`config.mk`:
```
export PLATFORM = sky130hd
export DESIGN_NAME = nibble_packer
export DESIGN_NICKNAME = d
export VERILOG_FILES = /design/src/rtl/nibble_packer.sv
export SDC_FILE = /design/constraint.sdc
export NUM_CORES = 1
export LEC_CHECK = 0
export ABC_AREA = 1
export BUFFER_PORTS_ARGS = -buffer_cell sky130_fd_sc_hd__clkbuf_2
export CAP_MARGIN = 10
export CORE_MARGIN = 2
export CORE_UTILIZATION = 50
export DETAILED_ROUTE_END_ITERATION = 10
export PLACE_DENSITY = 0.74
export SYNTH_ARGS = -nofsm -noshare
export SYNTH_HDL_FRONTEND = slang
export SYNTH_SLANG_ARGS = --single-unit
export TNS_END_PERCENT = 30
```
`constraint.sdc`:
```
create_clock -name clk -period 1.85 [get_ports clk]
set_clock_uncertainty 0.1 [all_clocks]
set_input_delay 0.37 -clock clk [delete_from_list [all_inputs] [get_ports clk]]
set_output_delay 0.37 -clock clk [all_outputs]
set_load 0.005 [all_outputs]
```
`src/rtl/nibble_packer.sv`:
```
// nibble_packer: packs NIBBLES consecutive 4-bit slices into one wide word
// behind a single output holding register. A flush emits a partial word early.
// Optional build macro NIBBLE_PACKER_MSB_FIRST_EN: when defined, the first
// nibble lands in the top nibble, so partial words are left-justified.
module nibble_packer #(
  parameter int NIBBLES = 4
) (
  input  logic                 clk,
  input  logic                 rst_n,
  input  logic                 in_valid,
  output logic                 in_ready,
  input  logic [3:0]           in_nibble,
  input  logic                 flush,
  output logic                 out_valid,
  input  logic                 out_ready,
  output logic [4*NIBBLES-1:0] out_data,
  output logic [3:0]           out_count,
  output logic                 out_last
);

  localparam int W = 4 * NIBBLES;
  localparam logic [3:0] LAST_IDX = 4'(NIBBLES - 1);

  logic [W-1:0] acc_r;
  logic [3:0]   cnt_r;
  logic         flush_pend_r;
  logic         out_valid_r;
  logic [W-1:0] out_data_r;
  logic [3:0]   out_count_r;
  logic         out_last_r;

  logic         slot_free_s;
  logic         in_ready_s;
  logic         accept_s;
  logic         honor_s;
  logic         complete_s;
  logic [3:0]   place_idx_s;
  logic [3:0]   cnt_ins_s;
  logic [W-1:0] acc_ins_s;

  // Handshake decode and the accumulator contents after inserting this cycle's nibble.
  always_comb begin
    slot_free_s = !out_valid_r || out_ready;
    // The completing nibble needs a free output slot; a pending flush blocks input.
    in_ready_s  = !flush_pend_r && ((cnt_r != LAST_IDX) || slot_free_s);
    accept_s    = in_valid && in_ready_s;
    honor_s     = (flush || flush_pend_r) && slot_free_s;
    complete_s  = accept_s && (cnt_r == LAST_IDX);
`ifdef NIBBLE_PACKER_MSB_FIRST_EN
    place_idx_s = LAST_IDX - cnt_r;
`else
    place_idx_s = cnt_r;
`endif
    if (accept_s) begin
      cnt_ins_s = cnt_r + 4'd1;
    end else begin
      cnt_ins_s = cnt_r;
    end
    acc_ins_s = acc_r;
    for (int i = 0; i < NIBBLES; i++) begin
      if (accept_s && (place_idx_s == 4'(i))) begin
        acc_ins_s[4*i +: 4] = in_nibble;
      end else begin
        acc_ins_s[4*i +: 4] = acc_r[4*i +: 4];
      end
    end
  end

  // Accumulator, flush tracking and the output holding register.
  always_ff @(posedge clk or negedge rst_n) begin
    if (!rst_n) begin
      acc_r        <= '0;
      cnt_r        <= 4'd0;
      flush_pend_r <= 1'b0;
      out_valid_r  <= 1'b0;
      out_data_r   <= '0;
      out_count_r  <= 4'd0;
      out_last_r   <= 1'b0;
    end else begin
      // A full word, or an honored flush with something to send, loads the output.
      if (complete_s || (honor_s && (cnt_ins_s != 4'd0))) begin
        out_valid_r <= 1'b1;
        out_data_r  <= acc_ins_s;
        out_count_r <= cnt_ins_s;
        out_last_r  <= honor_s;
        acc_r       <= '0;
        cnt_r       <= 4'd0;
      end else begin
        // Nothing to load: drain if the consumer takes the word, else hold.
        out_valid_r <= out_valid_r && !out_ready;
        acc_r       <= acc_ins_s;
        cnt_r       <= cnt_ins_s;
      end
      if (honor_s) begin
        flush_pend_r <= 1'b0;
      end else if (flush) begin
        flush_pend_r <= 1'b1;
      end else begin
        flush_pend_r <= flush_pend_r;
      end
    end
  end

  assign in_ready  = in_ready_s;
  assign out_valid = out_valid_r;
  assign out_data  = out_data_r;
  assign out_count = out_count_r;
  assign out_last  = out_last_r;

endmodule

```
# Word level (Yosys, flattened, before mapping)
# Index checks and enable logic that the tools add are counted.
# op_classes
eq_ne	4
addsub	1
mux	10
reduce_logical	19
# ops
cell	n
$mux W4	6
$mux W16	1
$logic_and A1 B1 Y1	9
$eq A4 B2 Y1 const B	2
$add A4 B1 Y4 const B	1
$eq A4 B1 Y1 const B	1
$logic_not A4 Y1	1
$logic_or A1 B1 Y1	4
$ne A4 B2 Y1 const B	1
$reduce_bool A4 Y1	1
$logic_not A1 Y1	3
$mux W1	3
$reduce_bool A2 Y1	1
# totals
in_bits	9
out_inout_bits	23
elab_cells	41
ff_bits	43

# Longest topological paths before layout
# logic_depth
word_depth	10
depth_mapped	14
ltp_nobuf	12

# Worst setup path before layout
# No wires, ideal clock.
# synth_timing
path_type	register to register
start	register cnt_r[0]
end	register acc_r[0]
path_buffers	2
synth_period_minus_slack_ns	1.912
setup_slack_ns	-0.062
arrival_time_ns	1.682
required_time_ns	1.620
stages_incl_launch_ff	14
setup_ns	0.130
cell_sequence	dfrtp_1 ha_1 nand3_1 nor2_1 nor2_2 nand3_1 nand2_1 nor2_2 nand2_2 nand2_2 nand2_2 buf_6 buf_8 nor2_4
# synth_between
elab_chain_len	9
elab_cells_between_ends	15
classes_between	1 x add/sub; 2 x eq/ne; 3 x mux; 9 x reduce/logical
# synth_lines
item	line	source
start, declared	25	logic [3:0] cnt_r;
start signal, assigned	92	cnt_r <= cnt_ins_s;
$ne A4 B2 Y1 *	45	in_ready_s = !flush_pend_r && ((cnt_r != LAST_IDX) || slot_free_s);
$logic_or A1 B1 Y1 *	45	
$logic_and A1 B1 Y1 *	45	
named net in_ready	11	output logic in_ready,
$logic_and A1 B1 Y1 *	46	accept_s = in_valid && in_ready_s;
$mux W4	54	if (accept_s) begin
$reduce_bool A4 Y1	81	if (complete_s || (honor_s && (cnt_ins_s != 4'd0))) begin
$logic_and A1 B1 Y1	81	
$logic_or A1 B1 Y1	81	
$mux W16 *	81	
end signal, assigned	91	acc_r <= acc_ins_s;
end, declared	24	logic [W-1:0] acc_r;
# The timed path passes the listed nets; every way through them passes the cells marked *.
# A chain may end at the register's enable or synchronous reset.

# Final worst setup path
# layout_timing
start	register cnt_r[2]
end	register out_data_r[6] (netlist: out_data[6])
# layout_between
elab_chain_len	8
elab_cells_between_ends	14
classes_between	1 x add/sub; 3 x eq/ne; 2 x mux; 8 x reduce/logical
# layout_lines
item	line	source
branches (longest 8 deep; another with $add A4 B1 Y4)	-	
end signal, assigned	83	out_data_r <= acc_ins_s;
end, declared	28	logic [W-1:0] out_data_r;
# Parallel ways; which one is timed is not known.

==> summary.md <==
| Metric | Value |
|---|---|
| Status | `complete, but fails checks` |
| Violated checks | `negative setup slack` |
| #FFs+latches synth | `43` |
| DRC | `0` |
| HPWL Detailed | `3170 um` |
| CP Capture Type | `flop` |
| RSZ-0062 raised after global routing | `true` |
| Vias in the first global route | `1,773` |
| CTS Root Cell | `clkbuf_8` |
| Initial Utilization | `52.4%` |
| Mean routed wirelength per cell | `about 16 um` |
| First-pass GRT wire length | `8150 um` |
| Via count | `1,958` |
| Max-slew headroom | `63.8%` |
| Fin. Hold Viols | `0` |
| Mean post-synth cell area | `approximately 8.3 um2` |
| Area grow syn2layout | `41.3%` |
| Crit path DAT | `2.09 ns` |
| Final Cycle Share | `107%` |
| Worst flop-to-flop path startpoint | `cnt_r[2]$_DFF_PN0_` |
| Internal | `2880 uW` |
| Clk sink count | `43` |
| Max clock buf depth | `2` |
| Post-layout util | `approximately three quarters` |
| CTS tree | `done` |
| Die Y | `69.0 um` |
| Crit Path Class | `reg2reg` |
| Psw | `between 2000 and 2500 uW` |
| Final ANT Viol Nets | `0` |
| TNS Setup | `-3.68 ns` |
| Clock power share | `13.0%` |
| Yosys warns | `0` |
| Pre-CTS setup slack | `-0.164 ns` |
| Die Area | `~4800 um2` |
| Initial antenna violation count | `0` |
| Leak pwr | `~0.0016 uW` |
| Seq pwr share | `28.6%` |
| # diodes | `0` |
| Row count | `23` |
| Area share of the largest cell type after synthesis | `51.0%` |
| Crit-path cells | `nor2_4, nand3_4, nand3_4, clkinvlp_4, nand3_2, nand2_1, o21ai_1, inv_1, nand2_2, nand2_1` |
| Multi-input combinational cell area | `~980 um2` |
| Highest net fanout along the worst path | `8` |
| Chip Width | `between 60 and 70 um` |
| Post-synthesis sequential area ratio | `51.0%` |
| Max IR drop VDD | `0.000818 V` |
| 1st-iter DRT viols | `99` |
| Worst reg-to-reg path cell count | `10` |
| Io pins | `32` |
| Mapped Area | `2110 um2` |
| Via density | `5.25` |
| Pwr dens | `~1600 nW/um2` |
| Final GP Congestion | `0.806` |
| FF-to-FF End | `out_data[6]$_DFFE_PN0P_` |
| Post-Syn Instances | `253` |
| Worst setup slack after layout | `-0.135 ns` |
| Filler cell count | `273` |
| Hold Path Class | `in2async` |
| Worst Max-Slew Pin Slew | `between 0.5 and 0.6 ns` |
| R2R Setup Slk | `-0.13 ns` |
| Worst Path Required | `1.96 ns` |
| Hold-fix buffers at CTS | `0` |
| Max-Cap Viols | `0` |
| Storage element area | `1080 um2` |
| Minimum clock period | `1.98 ns` |
| Largest net degree at the start of global routing | `44` |
| Crit path launch type | `flop` |
| Total Routing Usage GR | `23.9%` |
| Yosys top cell by area | `dfrtp_1` |
| CTS Buf Count | `5` |
| DRT Pass-1 Iters | `4` |
| Layout cells sized above 1 | `42.4%` |
| Top cells by area, synth | `dfrtp_1 51%, nand2_1 13%, inv_1 7.7%, nand3_1 6.6%, nor2_4 5.9%` |
| Most common cell after layout, fill and taps aside | `nand2_1` |
| Switch share | `41.4%` |
| Core area | `4030 um2` |
| Global route total overflow | `0` |
| Buffers added on ports | `31` |
| Final Max Slew Viols | `0` |
| Clock-pin slew on the worst setup and hold paths | `0.09 ns` |
| Cell variety after synth | `17` |
| Final Cell Area | `2980 um2` |
| Comb power frac | `58.4%` |
| Placed cell count | `about 350` |
| Fmax | `504 MHz` |
| Crit-path max cell delay | `0.47 ns` |
| Commonest cells after routing, fill and taps aside | `48 x nand2_1, 42 x inv_1, 41 x dfrtp_1` |
| DP Area | `around 2500 um2` |
| Clk_lat worst skew | `0.31 ns` |
| Final wirelength | `5940 um` |
| Synth Net Count | `266` |
| Non-Filler Instances | `373` |
| Nets | `roughly 340` |
| Slowest-stage cell, CP | `dfrtp_1` |
| Setup Viol. Count Final | `42` |
| H-Tree Depth | `2` |
[stage by stage]
| stage | power, uW | hold slack, ns |
|---|---|---|
| 3_5_place_dp | 3310 | 0.376 |
| 6_report | 4900 | 0.0208 |
| 3_3_place_gp | 3240 | 0.369 |
| 4_1_cts | 4280 | 0.0391 |
| 5_1_grt | 5210 | 0.0652 |
| 2_1_floorplan | 2600 | -0.0256 |
[layer usage]
metal | routed length [um] | vias to the layer above | global-route usage (%)
met2 | 2950 | 92 | 39.7
met3 | 357 | 27 | 5.84
met4 | 267 | 0 | 9.31
met1 | 2370 | 924 | 30.1
met5 | 0 | - | 0
li1 | - | 915 | -
[sequential cells by signal, indices dropped and copies added, names as in the netlist]
signal,count
acc_r,16
cnt_r,4
flush_pend_r,1
out_count,4
out_data,16
out_last,1
out_valid,1
[final cells by class]
cell class,count,share of cell area (%)
clock buffers,5,2.31
clock inverters,3,0.798
inverters,44,5.67
multi-input cells,158,33.0
flip-flops and latches,43,36.2
well taps,50,2.10
repair buffers,70,19.9
[power by group through the flow]
stage	clock network, uW	registers, uW	logic (uW)
after CTS	648	1390	2250
final	639	1400	2860
after floorplan	0	1400	1210
after global placement	0	1380	1860
after global routing	692	1440	3080
after detailed placement	0	1400	1910
[worst max path at each step]
stage,end,depth (start not counted),start
2_1_floorplan,out_count[3]$_DFFE_PN0P_,14,cnt_r[0]$_DFF_PN0_
3_3_place_gp,out_data[8]$_DFFE_PN0P_,9,cnt_r[0]$_DFF_PN0_
3_5_place_dp,out_data[8]$_DFFE_PN0P_,9,cnt_r[0]$_DFF_PN0_
4_1_cts,out_data[6]$_DFFE_PN0P_,11,out_valid$_DFF_PN0_
5_1_grt,out_data[14]$_DFFE_PN0P_,9,cnt_r[2]$_DFF_PN0_
6_report,out_data[6]$_DFFE_PN0P_,10,cnt_r[2]$_DFF_PN0_
[cell usage after synthesis]
library cell / count
nand2_1: 73
dfrtp_1: 43
inv_1: 43
nand3_1: 28
o21ai_0: 16
nor2_1: 11
nor2_4: 11
buf_2: 5
a21oi_1: 4
ha_1: 4
nand4_1: 4
nand2_2: 3
buf_6: 2
nand3_2: 2
nor2_2: 2
buf_8: 1
clkinv_1: 1
[worst max-delay path, delay by kind of cell (launching register included)]
family / cells / cell delay, ns
flip-flops: 1 / 0.47
AND/OR/NAND/NOR: 7 / 0.88
AO/OA/AOI/OAI: 1 / 0.14
buffers and inverters: 2 / 0.29
[logic make-up after synthesis]
logic type	after synthesis	synth area share (%)
flip-flops	43	51.0
AO/OA/AOI/OAI	20	4.75
adder cells (fa/ha/maj)	4	2.37
AND/OR/NAND/NOR	134	31.1
buffers and inverters	52	10.8
[repair_timing]
action,4_1_cts,5_1_grt
cloned,2,4
pin swaps,5,15
setup buffers,5,4
resized for setup,22,44
endpoints found under the setup margin,40,43
Note: power is estimated with default switching activity, not from simulation.
